`config.mk`:
```
export PLATFORM = sky130hd
export DESIGN_NAME = uart_rx_fifo
export DESIGN_NICKNAME = d
export VERILOG_FILES = /design/src/rtl/uart_pkg.sv /design/src/rtl/uart_rx_fifo_sync_fifo.sv /design/src/rtl/uart_rx_fifo.sv
export SDC_FILE = /design/constraint.sdc
export NUM_CORES = 1
export LEC_CHECK = 0
export BUFFER_PORTS_ARGS = -buffer_cell sky130_fd_sc_hd__clkbuf_2
export CAP_MARGIN = 0
export CORE_ASPECT_RATIO = 1.25
export CORE_UTILIZATION = 45
export CTS_BUF_LIST = sky130_fd_sc_hd__clkbuf_8
export DETAILED_ROUTE_END_ITERATION = 7
export HOLD_SLACK_MARGIN = 0.06
export SLEW_MARGIN = 20
export SYNTH_ARGS = -nofsm -noshare
export SYNTH_HDL_FRONTEND = slang
export SYNTH_HIERARCHICAL = 1
export SYNTH_SLANG_ARGS = --single-unit
```
`constraint.sdc`:
```
create_clock -name HCLK -period 7.7 [get_ports HCLK]
set_input_delay 1.155 -clock HCLK [delete_from_list [all_inputs] [get_ports HCLK]]
set_output_delay 1.155 -clock HCLK [all_outputs]
set_load 0.03 [all_outputs]
```
`src/rtl/uart_pkg.sv`:
```
// Shared definitions for the UART receive path: FSM states, frame width and the
// oversample clock divider calculation.
package uart_pkg;

  localparam int DATA_BITS = 8;

  typedef enum logic [2:0] {
    IDLE,
    START,
    DATA,
    PARITY,
    STOP
  } rx_state_e;

  // Rounded integer divide so the tick rate lands as close to BAUD*OVS as possible.
  function automatic int calc_div(input int clk_hz, input int baud, input int ovs);
    int d;
    d = baud * ovs;
    return (clk_hz + d / 2) / d;
  endfunction

endpackage

```
`src/rtl/uart_rx_fifo_sync_fifo.sv`:
```
// Synchronous FIFO with a registered head word, occupancy level and full/empty flags.
module sync_fifo #(
  parameter int DATA_W = 8,
  parameter int DEPTH  = 16
) (
  input  logic                     clk,
  input  logic                     rst,
  input  logic                     i_push,
  input  logic [DATA_W-1:0]        i_data,
  input  logic                     i_pop,
  output logic [DATA_W-1:0]        o_data,
  output logic [$clog2(DEPTH):0]   o_level,
  output logic                     o_full,
  output logic                     o_empty
);

  localparam int AW = $clog2(DEPTH);
  localparam int LW = AW + 1;

  logic [DATA_W-1:0] r_mem [DEPTH];
  logic [AW-1:0]     r_wr;
  logic [AW-1:0]     r_rd;
  logic [LW-1:0]     r_level;
  logic [DATA_W-1:0] r_head;
  logic [AW-1:0]     w_rd_nxt;
  logic [LW-1:0]     w_after_pop;
  logic              w_wr;
  logic              w_rd;

  assign o_empty     = (r_level == '0);
  assign o_full      = (r_level == LW'(DEPTH));
  assign w_rd        = i_pop && !o_empty;
  assign w_wr        = i_push && (!o_full || w_rd);
  assign w_rd_nxt    = r_rd + AW'(1);
  assign w_after_pop = r_level - LW'(w_rd);
  assign o_data      = r_head;
  assign o_level     = r_level;

  always_ff @(posedge clk) begin
    if (w_wr) r_mem[r_wr] <= i_data;
  end

  always_ff @(posedge clk) begin
    if (rst) begin
      r_wr    <= '0;
      r_rd    <= '0;
      r_level <= '0;
    end else begin
      if (w_wr) r_wr <= r_wr + AW'(1);
      if (w_rd) r_rd <= w_rd_nxt;
      r_level <= w_after_pop + LW'(w_wr);
    end
  end

  // Head tracks the word that will be at the read pointer after this cycle's ops.
  always_ff @(posedge clk) begin
    if (rst) begin
      r_head <= '0;
    end else if (w_wr && (w_after_pop == '0)) begin
      r_head <= i_data;
    end else if (w_rd && (w_after_pop != '0)) begin
      r_head <= r_mem[w_rd_nxt];
    end
  end

endmodule

```
`src/rtl/uart_rx_fifo.sv`:
```
// 8N1 UART receiver with 16x oversampling feeding a receive FIFO stream.
// Define UART_RX_PARITY_EN to add an even-parity bit and the parity_err output.
module uart_rx_fifo
  import uart_pkg::*;
#(
  parameter int CLK_HZ     = 20000000,
  parameter int BAUD       = 115200,
  parameter int OVS        = 16,
  parameter int FIFO_DEPTH = 16
) (
  input  logic                          HCLK,
  input  logic                          hwRst,
  input  logic                          rxd,
  output logic [DATA_BITS-1:0]          m_data,
  output logic                          m_valid,
  input  logic                          m_ready,
  output logic                          frame_err,
  output logic                          overflow,
`ifdef UART_RX_PARITY_EN
  output logic                          parity_err,
`endif
  output logic [$clog2(FIFO_DEPTH):0]   fifo_level
);

  localparam int DIV = calc_div(CLK_HZ, BAUD, OVS);
  localparam int DW  = (DIV > 1) ? $clog2(DIV) : 1;
  localparam int OW  = $clog2(OVS);
  localparam int BW  = $clog2(DATA_BITS);

  rx_state_e            r_state;
  logic                 r_sync1;
  logic                 r_sync2;
  logic                 r_rxd_d;
  logic [DW-1:0]        r_div;
  logic [OW-1:0]        r_ovs;
  logic [BW-1:0]        r_bit;
  logic [DATA_BITS-1:0] r_shift;
  logic                 r_ferr;
  logic                 r_perr;
  logic                 r_ovf;
  logic                 w_rxd_s;
  logic                 w_fall;
  logic                 w_tick;
  logic                 w_mid;
  logic                 w_end;
  logic                 w_par_bad;
  logic                 w_push;
  logic                 w_pop;
  logic                 w_full;
  logic                 w_empty;

  assign w_rxd_s = r_sync2;
  assign w_fall  = r_rxd_d && !w_rxd_s;
  assign w_tick  = (r_state != IDLE) && (r_div == DW'(DIV - 1));
  assign w_mid   = (r_ovs == OW'(OVS / 2 - 1));
  assign w_end   = (r_ovs == OW'(OVS - 1));

  always_ff @(posedge HCLK) begin
    if (hwRst) begin
      r_sync1 <= 1'b1;
      r_sync2 <= 1'b1;
      r_rxd_d <= 1'b1;
    end else begin
      r_sync1 <= rxd;
      r_sync2 <= r_sync1;
      r_rxd_d <= r_sync2;
    end
  end

  // Divider sits at zero in IDLE so every frame starts with a fresh phase.
  always_ff @(posedge HCLK) begin
    if (hwRst || r_state == IDLE || w_tick) r_div <= '0;
    else                                    r_div <= r_div + DW'(1);
  end

`ifdef UART_RX_PARITY_EN
  logic r_par;
  assign w_par_bad  = ^{r_shift, r_par};
  assign parity_err = r_perr;
`else
  assign w_par_bad  = 1'b0;
`endif

  always_ff @(posedge HCLK) begin
    if (r_state == DATA && w_tick && w_end) r_shift <= {w_rxd_s, r_shift[DATA_BITS-1:1]};
`ifdef UART_RX_PARITY_EN
    if (r_state == PARITY && w_tick && w_end) r_par <= w_rxd_s;
`endif
  end

  always_ff @(posedge HCLK) begin
    if (hwRst) begin
      r_state <= IDLE;
      r_ovs   <= '0;
      r_bit   <= '0;
      r_ferr  <= 1'b0;
      r_perr  <= 1'b0;
    end else begin
      r_ferr <= 1'b0;
      r_perr <= 1'b0;
      case (r_state)
        IDLE: if (w_fall) begin
          r_state <= START;
          r_ovs   <= '0;
        end
        START: if (w_tick) begin
          if (w_mid) begin
            r_ovs   <= '0;
            r_bit   <= '0;
            r_state <= w_rxd_s ? IDLE : DATA;
          end else r_ovs <= r_ovs + OW'(1);
        end
        DATA: if (w_tick) begin
          if (w_end) begin
            r_ovs <= '0;
            r_bit <= r_bit + BW'(1);
            if (r_bit == BW'(DATA_BITS - 1))
`ifdef UART_RX_PARITY_EN
              r_state <= PARITY;
`else
              r_state <= STOP;
`endif
          end else r_ovs <= r_ovs + OW'(1);
        end
`ifdef UART_RX_PARITY_EN
        PARITY: if (w_tick) begin
          if (w_end) begin
            r_ovs   <= '0;
            r_state <= STOP;
          end else r_ovs <= r_ovs + OW'(1);
        end
`endif
        STOP: if (w_tick) begin
          if (w_end) begin
            r_ovs   <= '0;
            r_state <= IDLE;
            if (!w_rxd_s)      r_ferr <= 1'b1;
            else if (w_par_bad) r_perr <= 1'b1;
          end else r_ovs <= r_ovs + OW'(1);
        end
        default: r_state <= IDLE;
      endcase
    end
  end

  assign w_push = (r_state == STOP) && w_tick && w_end && w_rxd_s && !w_par_bad;
  assign w_pop  = m_valid && m_ready;

  always_ff @(posedge HCLK) begin
    if (hwRst) r_ovf <= 1'b0;
    else       r_ovf <= w_push && w_full && !w_pop;
  end

  sync_fifo #(
    .DATA_W (DATA_BITS),
    .DEPTH  (FIFO_DEPTH)
  ) u_fifo (
    .clk     (HCLK),
    .rst     (hwRst),
    .i_push  (w_push),
    .i_data  (r_shift),
    .i_pop   (w_pop),
    .o_data  (m_data),
    .o_level (fifo_level),
    .o_full  (w_full),
    .o_empty (w_empty)
  );

  assign m_valid   = !w_empty;
  assign frame_err = r_ferr;
  assign overflow  = r_ovf;

endmodule

```
After elaboration in Yosys (flattened, before gate mapping)
Memory sizes are Yosys's and may differ from the RTL's.
Index checks and enable logic that the tools add are counted.
- output and inout port bits: 16
- bits in registers: 48
- logic and storage cells: 102
- bits of input ports: 4
- RAM bits: 128
- memories: 1
- memories (name ; words ; bits a word ; read ports ; clocked after Yosys merged registers in ; write ports ; line ; text):
    u_fifo.r_mem ; 16 ; 8 ; 1 ; 0 ; 1 ; uart_rx_fifo_sync_fifo.sv:20 ; logic [DATA_W-1:0] r_mem [DEPTH];
- eq/ne operators: 17
- $add $sub $neg: 7
- bitwise logic cells: 3
- mux-type cells: 26
- reductions and logical operators: 34
- operators by type and width (cell ; number):
    3-bit two-way mux ; 12
    4-bit two-way mux ; 5
    4-bit by 1-bit adder with 4-bit output (second input constant) ; 4
    8-bit two-way mux ; 2
    1-bit logical AND ; 14
    2-bit != test (second input constant) ; 7
    3-bit one-hot mux with 4 select lines ; 1
    4-bit one-hot mux with 3 select lines ; 1
    5-bit logical NOT ; 2
    4-bit equality test (second input constant) ; 2
    8-bit AND reduction ; 1
    3-bit equality test (second input constant) ; 2
    3-bit one-hot mux with 2 select lines ; 1
    3-bit nonzero test ; 2
    5-bit by 1-bit adder with 5-bit output ; 1
    5-bit equality test (second input constant) ; 1
    5-bit AND reduction ; 1
    5-bit nonzero test ; 1
    5-bit by 1-bit subtractor with 5-bit output ; 1
    4-bit by 3-bit equality test with 1-bit output (second input constant) ; 1
    1-bit logical NOT ; 4
    2-bit by 1-bit != test with 1-bit output (second input constant) ; 2
    4-bit AND reduction ; 1
    2-bit nonzero test ; 2
    other kinds (10) ; 16

Longest topological paths before layout
Gate-level depths: netlist (run 1).
- word-level depth: 9
- depth in mapped cells: 15
- gate-level depth less buffers: 14

Modules after synthesis
Netlist (run 1), hierarchy kept.
- by module, submodules not included (module ; seq. area each (um^2) ; instances ; area an instance (um^2) ; cells an instance):
    sync_fifo ; 4264.1 ; 1 ; 6103.4 ; 337
    uart_rx_fifo ; 620.6 ; 1 ; 1224.9 ; 120

Least setup slack after synthesis (run 1)
No wires, ideal clock.
- path type: input-to-reg
- start point: input m_ready
- end point: register u_fifo.r_head[0] (netlist: u_fifo/o_data[0])
- data required time: 7.611 ns
- path buffers: 2
- data arrival time: 3.283 ns
- setup time: 0.089 ns
- path slack: 4.328 ns
- cell stages on the path: 12
- path through: nor2b_1 o21ai_4 inv_1 ha_1 ha_1 xnor2_1 and4_1 and2_1 clkbuf_2 or3_1 buf_6 o32ai_2
- longest elaborated chain between the ends: 6
- elaborated cells on any way between the ends: 11
- those cells by class: add/sub (1); mux (1); reduce/logical (9)
- RTL lines (element ; line ; text):
    from (decl) ; uart_rx_fifo.sv:16 ; input logic m_ready,
    1-bit logical AND (*) ; uart_rx_fifo.sv:147 ; assign w_pop = m_valid && m_ready;
    1-bit logical AND (*) ; uart_rx_fifo_sync_fifo.sv:32 ; assign w_rd = i_pop && !o_empty;
    named net u_fifo.w_rd ; uart_rx_fifo_sync_fifo.sv:28 ; logic w_rd;
    5-bit by 1-bit subtractor with 5-bit output / 1-bit logical OR (equally long branches) ; uart_rx_fifo_sync_fifo.sv:35, uart_rx_fifo_sync_fifo.sv:33 ;
    5-bit logical NOT, or another cell as far along ; uart_rx_fifo_sync_fifo.sv:59 ; end else if (w_wr && (w_after_pop == '0)) begin
    1-bit logical AND (on tied branches) ; uart_rx_fifo_sync_fifo.sv:59, uart_rx_fifo_sync_fifo.sv:61 ;
    8-bit two-way mux / 2-bit nonzero test (equally long branches) ; - ;
    to (signal assigned) ; uart_rx_fifo_sync_fifo.sv:60 ; r_head <= i_data;
    to (signal assigned) ; uart_rx_fifo_sync_fifo.sv:62 ; r_head <= r_mem[w_rd_nxt];
    to (decl) ; uart_rx_fifo_sync_fifo.sv:24 ; logic [DATA_W-1:0] r_head;
The timed path passes the listed nets; every way through them passes the cells marked *.
A chain may end at the register's enable or synchronous reset.

Worst setup path in the final report (run 1)
- start point: register u_fifo.r_level[3] (netlist: u_fifo/o_level[3])
- end point: register u_fifo.r_head[7] (netlist: u_fifo/o_data[7])
- longest elaborated chain between the ends: 8
- elaborated cells on any way between the ends: 15
- those cells by class: add/sub (1); eq/ne (1); mux (1); reduce/logical (12)
- RTL lines (element ; line ; text):
    from (decl) ; uart_rx_fifo_sync_fifo.sv:23 ; logic [LW-1:0] r_level;
    from (signal assigned) ; uart_rx_fifo_sync_fifo.sv:51 ; r_level <= w_after_pop + LW'(w_wr);
    5-bit logical NOT (*) ; uart_rx_fifo_sync_fifo.sv:30 ; assign o_empty = (r_level == '0);
    named net w_empty ; uart_rx_fifo.sv:50 ; logic w_empty;
    1-bit logical NOT (*) ; uart_rx_fifo.sv:169 ; assign m_valid = !w_empty;
    1-bit logical AND (*) ; uart_rx_fifo.sv:147 ;
    named net w_pop ; uart_rx_fifo.sv:48 ; logic w_pop;
    1-bit logical AND (*) ; uart_rx_fifo_sync_fifo.sv:32 ;
    named net u_fifo.w_rd ; uart_rx_fifo_sync_fifo.sv:28 ;
    5-bit by 1-bit subtractor with 5-bit output / 1-bit logical OR (equally long branches) ; uart_rx_fifo_sync_fifo.sv:35, uart_rx_fifo_sync_fifo.sv:33 ;
    5-bit logical NOT, or another cell as far along ; uart_rx_fifo_sync_fifo.sv:59 ;
    1-bit logical AND (on tied branches) ; uart_rx_fifo_sync_fifo.sv:59, uart_rx_fifo_sync_fifo.sv:61 ;
    8-bit two-way mux / 2-bit nonzero test (equally long branches) ; - ;
Marks and branches as above.

==> summary.md, run 1 <==
| Metric | Value |
|---|---|
| Post-synth top flop | `edfxtp_1` |
| Tightest Hold Check Type | `reg -> reg` |
| Avg WL per Cell | `19.9 um` |
| Setup CP Type | `reg -> reg` |
| Commonest non-fill, non-tap cell in the layout | `edfxtp_1` |
| Worst EP required | `8000 ps` |
| Total die area | `16800 um2` |
| Internal power | `around 1.3 mW` |
| Worst Tran Pin Value | `972 ps` |
| Final TNS setup | `0 ps` |
| Vias in the first global route | `3975` |
| Crit path cell chain | `or4_4, nor2_1, nor2b_1, o21ai_4, inv_1, ha_1, ha_1, xnor2_1, and4_1, and2_1, or3_1, o32ai_2` |
| Setup Buffers After CTS | `0` |
| Antenna diode count | `0` |
| Worst-path fanout max | `9` |
| Startpoint types | `flop` |
| Leak | `2.50 nW` |
| DR pass1 iterations | `4` |
| ANT nets after route | `0` |
| Register Area | `4890 um2` |
| Hold-fix buffers, CTS | `0` |
| Post-Syn Area per Cell | `16.0 um2` |
| Logic pwr share | `less than 1%` |
| I/O Buffers | `19` |
| GRT Resource Usage Total | `18.3%` |
| Clock Latency Late Sink | `approximately 450 ps` |
| Worst Skew | `slightly above 10 ps` |
| DP Wirelength | `9080 um` |
| Synth cell types | `60` |
| Tmin final | `3610 ps` |
| Top post-synthesis cells by area | `edfxtp_1 (56%), dfxtp_1 (11%), mux4_2 (9.8%), ha_1 (2.4%), mux2i_1 (2.3%)` |
| Synth Net Count | `475` |
| Routed via count | `3832` |
| FP Rows | `51` |
| Max transition margin | `35.0%` |
| Sequential element share of the synthesized area | `66.7%` |
| Outcome | `completed` |
| Die H | `145 um` |
| Max-slew violations | `0` |
| Synth Instances | `457` |
| Routability cong. | `0.798` |
| Clk pwr share | `a little over a third` |
| Gr ovfl total | `0` |
| Most frequent cells in the layout | `edfxtp_1 (136), nor2_1 (42), dfxtp_1 (39), mux4_2 (32), inv_1 (23)` |
| First-pass GRT wire length | `21800 um` |
| CP arrival | `3910 ps` |
| DIE WIDTH | `~120 um` |
| Crit-path most repeated cell | `ha_1` |
| Cell area after synthesis | `7330 um2` |
| P&R area growth vs syn | `8.42%` |
| Num CTS Buffers | `17` |
| Largest net degree at the start of global routing | `41` |
| Antenna violations before repair | `0` |
| Synth Register Bits | `176` |
| PostCTS Resize Cnt | `0` |
| Synth async-reset ratio | `0%` |
| Area share of the largest cell type after synthesis | `between 50% and 60%` |
| I/O pin count | `20` |
| # fillers | `1341` |
| VDD IR max | `0.0000914 V` |
| Routed vias/inst | `5.47` |
| Clock-pin slew on the worst setup and hold paths | `80 ps` |
| Slowest-stage cell, CP | `or4_4` |
| Critical Path End Type | `flop` |
| CTS Sinks | `176` |
| Post-synth EDFFs | `136` |
| DRT iter0 DRCs | `248` |
| CP top delay family | `simple AND/OR/NAND/NOR gates` |
| Area of the multi-input gates | `about 2300 um2` |
| RSZ-0062 raised after global routing | `no` |
| CTS tree | `built` |
| Yosys top cell by area | `edfxtp_1` |
| Final Setup Violations | `0` |
| Root Buffer | `clkbuf_8` |
| Final period utilization | `between 40% and 50%` |
| Post-Route WL | `roughly 14000 um` |
| Part of the power in registers | `63.9%` |
| Crit-path max cell delay | `590 ps` |
| CTS H-Tree Depth | `4` |
| Critical path buffer and inverter count | `1` |
| NetSw | `0.321 mW` |
| Synth warnings | `6` |
| Max frequency | `approximately 0.28 GHz` |
| Starting Density | `between 40% and 50%` |
| Layout cells sized above 1 | `roughly 23%` |
| Switching part of the total | `20.3%` |
| Max-Cap Viols | `0` |
| Core Region | `15800 um2` |
| Final Hold Viols | `0` |
| Power Total | `1.58 mW` |
| Pwr/cell area | `199 nW/um2` |
| Fin nets | `495` |
| DRC | `0` |
| Longest Clk Path Bufs | `2` |
==> logic make-up (layout without fill, tap and decap cells) <==
| family | Yosys count | in the layout | synth area share [%] |
|---|---|---|---|
| flip-flops | 176 | 176 | 66.7 |
| AND/OR/NAND/NOR | 105 | 105 | 7.14 |
| AO/OA/AOI/OAI | 54 | 54 | 6.68 |
| multiplexers | 50 | 50 | 12.3 |
| buffers and inverters | 42 | 74 | 2.82 |
| XOR/XNOR | 16 | 16 | 2.01 |
| adder cells (fa/ha/maj) | 14 | 14 | 2.39 |
==> cell type report <==
cell class / count / area share [%]
Timing Repair Buffer: 22 / 1.48
Sequential cell: 176 / 61.5
Inverter: 21 / 0.992
Clock inverter: 14 / 1.31
Clock buffer: 17 / 2.94
Multi-Input combinational cell: 239 / 28.4
Tap cell: 212 / 3.34
==> worst reg2reg max path: stages, from the launching register on <==
cell and delay [ps]:
dfxtp_1 370, or4_4 590, nor2_1 150, nor2b_1 110, o21ai_4 90, inv_1 120
ha_1 230, ha_1 220, xnor2_1 350, and4_1 290, and2_1 330, or3_1 440
o32ai_2 160
==> final timing paths <==
check | end | cells past startpoint | slack (ps) | start
hold / removal | r_sync2$_SDFF_PP1_ | 1 | 420 | r_sync1$_SDFF_PP1_
hold reg to reg | r_sync2$_SDFF_PP1_ | 1 | 420 | r_sync1$_SDFF_PP1_
setup reg to reg | u_fifo/o_data[7]$_SDFFE_PP0P_ | 12 | 4090 | u_fifo/o_level[3]$_SDFF_PP0_
setup / recovery | u_fifo/o_data[7]$_SDFFE_PP0P_ | 12 | 4090 | u_fifo/o_level[3]$_SDFF_PP0_
==> power by group through the flow <==
stage	clock [mW]	combinational, mW	sequential, mW
6_report	0.557	0.0130	1.01
5_1_grt	0.609	0.0146	1.01
4_1_cts	0.573	0.0131	1.01
3_5_place_dp	0	0.0130	1.03
3_3_place_gp	0	0.0127	1.03
2_1_floorplan	0	0.0120	1.03
==> metrics by stage <==
| stage | cells | worst slack [ps] | area [um2] | utilization (%) | hold slack [ps] |
|---|---|---|---|---|---|
| after floorplan | 457 | 4330 | 7330 | - | 389 |
| after global placement | 670 | 4020 | 7610 | 48.3 | 397 |
| after detailed placement | 670 | 3870 | 7610 | 48.3 | 404 |
| after CTS | 701 | 4100 | 7950 | 50.4 | 428 |
| after global routing | 701 | 3850 | 7950 | 50.4 | 431 |
| final | 701 | 4090 | 7950 | 50.4 | 422 |
==> state kept, by name, indices dropped and copies added (netlist names), 3 cells and up <==
name / count
r_ovs: 4
r_bit: 3
u_fifo/o_level: 5
u_fifo/r_mem: 128
r_state: 3
r_shift: 8
u_fifo/o_data: 8
r_div: 4
u_fifo/r_rd: 4
u_fifo/r_wr: 4
==> Yosys cell counts (8+ instances only) <==
library cell	number
a21oi_1	12
a22o_1	8
dfxtp_1	40
edfxtp_1	136
ha_1	14
inv_1	21
mux2i_1	17
mux4_2	32
nand2_1	16
nor2_1	42
o32ai_2	8
xnor2_1	8
==> metal layers <==
| metal | track usage, % | wire length [um] | vias to the layer above | part of all wire [%] |
|---|---|---|---|---|
| met3 | 3.29 | 363 | 18 | 2.6 |
| met4 | 7.49 | 237 | 0 | 1.7 |
| met1 | 21.8 | 5960 | 1959 | 43 |
| met5 | 0 | 0 | - | 0 |
| met2 | 32.4 | 7380 | 61 | 53 |
| li1 | - | - | 1794 | - |
No activity file was read; power rests on OpenSTA's default activity.
==> run 2: changes to the inputs <==
- clock period: 7.7 -> 3.5 ns (I/O delays scaled with it)
==> run 2 against run 1 <==
  * Global-route usage increased by 0.58 points
  * Via count increased by 2.7%
  * Design area increased by 2.9%
  * First-iteration DRC count increased by 0.40%
  * Die area unchanged
  * Clock power increased to 2.5 times the previous value
  * Utilization increased by 1.5 points
  * Sequential share of layout area decreased by 1.8 points
  * Critical path depth unchanged
  * Worst hold slack got worse by 170 ps
  * Largest power group unchanged
==> summary.md, run 2 (synthesized netlist as in run 1, its figures left out) <==
| Metric | Value |
|---|---|
| GRT Resource Usage Total | `18.8% (was 18.3%)` |
| VDD IR max | `0.000201 V (was 0.0000914 V)` |
| Leak | `2.62 nW (was 2.50 nW)` |
| Num CTS Buffers | `17 (unchanged)` |
| Max-Cap Viols | `0 (unchanged)` |
| Final Hold Viols | `0 (unchanged)` |
| Avg WL per Cell | `19.7 um (was 19.9 um)` |
| Slowest-stage cell, CP | `or4_4 (unchanged)` |
| Antenna violations before repair | `0 (unchanged)` |
| Final period utilization | `94.2% (was 46.9%)` |
| Top reg by flops | `u_fifo/r_mem (unchanged)` |
| DP Wirelength | `9570 um (was 9080 um)` |
| Worst Tran Pin Value | `674 ps (was 972 ps)` |
| Final Setup Violations | `0 (unchanged)` |
| Setup CP Type | `reg -> reg (unchanged)` |
| Largest net degree at the start of global routing | `34 (was 41)` |
| Post-Place Cells | `691 (was 670)` |
| CTS Sinks | `176 (unchanged)` |
| Reg-to-Reg Start | `u_fifo/o_level[2]$_SDFF_PP0_ (was u_fifo/o_level[3]$_SDFF_PP0_)` |
| Worst hold path depth | `2 (was 1)` |
| Critical path buffer and inverter count | `1 (unchanged)` |
| Layout cells sized above 1 | `26.4% (was 23.1%)` |
| Outcome | `completed (unchanged)` |
| Reg2reg path depth | `12 (unchanged)` |
| Startpoint types | `flop (unchanged)` |
| Reg-to-Reg End | `u_fifo/o_data[7]$_SDFFE_PP0P_ (unchanged)` |
| Clock Latency Late Sink | `450 ps (about the same)` |
| Tmin final | `3300 ps (was 3610 ps)` |
| Min-Delay Startpoint | `rxd (was r_sync1$_SDFF_PP1_)` |
| Power Total | `3.66 mW (was 1.58 mW)` |
| Vias in the first global route | `4124 (was 3975)` |
| DRC | `0 (unchanged)` |
| Crit path cell chain | `or4_4, nor2_1, nor2b_1, o21ai_4, inv_1, ha_1, ha_1, xnor2_2, and4_1, and2_1, or3_4, o32ai_2 (was or4_4, nor2_1, nor2b_1, o21ai_4, inv_1, ha_1, ha_1, xnor2_1, and4_1, and2_1, or3_1, o32ai_2)` |
| Crit-path max cell delay | `580 ps (was 590 ps)` |
| Final TNS setup | `0 ps (unchanged)` |
| Clock-pin slew on the worst setup and hold paths | `90 ps (was 80 ps)` |
| Gr ovfl total | `0 (unchanged)` |
| Worst Skew | `7.86 ps (was 10.3 ps)` |
| Pwr/cell area | `448 nW/um2 (was 199 nW/um2)` |
| ANT nets after route | `0 (unchanged)` |
| Post-Route WL | `14300 um (was 13900 um)` |
| Crit-path most repeated cell | `ha_1 (unchanged)` |
| Hold endpoint | `r_sync1$_SDFF_PP1_ (was r_sync2$_SDFF_PP1_)` |
| Most frequent cells in the layout | `edfxtp_1 (136), nor2_1 (42), dfxtp_1 (39), mux4_2 (32), buf_4 (23) (was edfxtp_1 (136), nor2_1 (42), dfxtp_1 (39), mux4_2 (32), inv_1 (23))` |
| Max-slew violations | `0 (unchanged)` |
| I/O pin count | `20 (unchanged)` |
| Total die area | `16800 um2 (unchanged)` |
| Fin nets | `516 (was 495)` |
| Routability cong. | `0.838 (was 0.798)` |
| CTS H-Tree Depth | `4 (unchanged)` |
| Worst EP required | `3860 ps (was 8000 ps)` |
| DRT iter0 DRCs | `249 (was 248)` |
| Setup Buffers After CTS | `0 (unchanged)` |
| DIE WIDTH | `116 um (unchanged)` |
| Worst-path fanout max | `8 (was 9)` |
| Longest Clk Path Bufs | `2 (unchanged)` |
| Die H | `145 um (unchanged)` |
| P&R area growth vs syn | `11.6% (was 8.42%)` |
| Max transition margin | `55.1% (was 35.0%)` |
| DR pass1 iterations | `4 (unchanged)` |
| Critical Path End Type | `flop (unchanged)` |
| I/O Buffers | `19 (unchanged)` |
| First-pass GRT wire length | `22600 um (was 21800 um)` |
| Starting Density | `46.5% (unchanged)` |
| Reg2reg setup slack | `200 ps (was 4090 ps)` |
| Max frequency | `0.303 GHz (was 0.277 GHz)` |
| Antenna diode count | `0 (unchanged)` |
| FP Rows | `51 (unchanged)` |
| Root Buffer | `clkbuf_8 (unchanged)` |
| Routed vias/inst | `5.44 (was 5.47)` |
| Core Region | `15800 um2 (unchanged)` |
| Commonest non-fill, non-tap cell in the layout | `edfxtp_1 (unchanged)` |
| CP top delay family | `simple AND/OR/NAND/NOR gates (unchanged)` |
| Final Non-Filler Cells | `723 (was 701)` |
| CTS tree | `built (unchanged)` |
| Routed via count | `3936 (was 3832)` |
| Tightest Hold Check Type | `in -> reg (was reg -> reg)` |
| CP arrival | `3660 ps (was 3910 ps)` |
| Max reg flops | `128 (unchanged)` |
[run 2: how the worst max path moves through the flow]
stage / start / endpoint / slack (ps) / depth (start not counted)
2_1_floorplan: u_fifo/o_level[3]$_SDFF_PP0_ / u_fifo/o_data[0]$_SDFFE_PP0P_ / 230 / 14
3_3_place_gp: u_fifo/o_level[3]$_SDFF_PP0_ / u_fifo/o_data[2]$_SDFFE_PP0P_ / 300 / 12
3_5_place_dp: u_fifo/o_level[3]$_SDFF_PP0_ / u_fifo/o_data[6]$_SDFFE_PP0P_ / 90 / 12
4_1_cts: u_fifo/o_level[3]$_SDFF_PP0_ / u_fifo/o_data[6]$_SDFFE_PP0P_ / 70 / 12
5_1_grt: u_fifo/o_level[2]$_SDFF_PP0_ / u_fifo/o_data[4]$_SDFFE_PP0P_ / -4 / 13
6_report: u_fifo/o_level[2]$_SDFF_PP0_ / u_fifo/o_data[7]$_SDFFE_PP0P_ / 200 / 12
[run 2: layout make-up]
class	count	area [um2]
clock buffers	17	234
clock inverters	15	169
fillers	1345	7580
inverters	21	78.8
multi-input cells	239	2260
flip-flops and latches	176	4890
well taps	212	265
repair buffers	43	288
[run 2: metrics by stage]
step	hold WS [ps]	utilization [%]	instance area, um2	setup slack [ps]
final	253	51.9	8180	203
after global routing	221	51.9	8180	-3.60
after CTS	222	51.8	8160	70.7
after detailed placement	398	49.2	7750	89.7
after global placement	397	49.2	7750	297
after floorplan	389	-	7330	233
[run 2: metal layers]
layer	track usage (%)	up-vias	part of all wire, %
li1	-	1830	-
met1	22.5	2049	43
met2	33.4	49	54
met3	4.37	8	2.2
met4	6.14	0	0.86
met5	0	-	0
[run 2: worst reg2reg max path, delay by kind of cell (launching register included)]
family / cells / cell delay (ps)
fa+ha+maj: 2 / 490
flops: 1 / 380
buf+inv: 1 / 120
xor+xnor: 1 / 190
compound gates: 2 / 240
simple gates: 6 / 1770
[run 2: timing repair]
item                                    4_1_cts  5_1_grt
hold buffers                                  0        0
endpoints found under the setup margin        0        8
gates resized for setup                       0        4
[run 2: report_power, final]
part           leakage (nW)  switching (mW)  internal, mW  total [mW]
sequential             1.54         0.00410          2.22        2.22
combinational         0.880          0.0192        0.0109      0.0300
clock                 0.199           0.711         0.701        1.41
total                  2.62           0.734          2.93        3.66
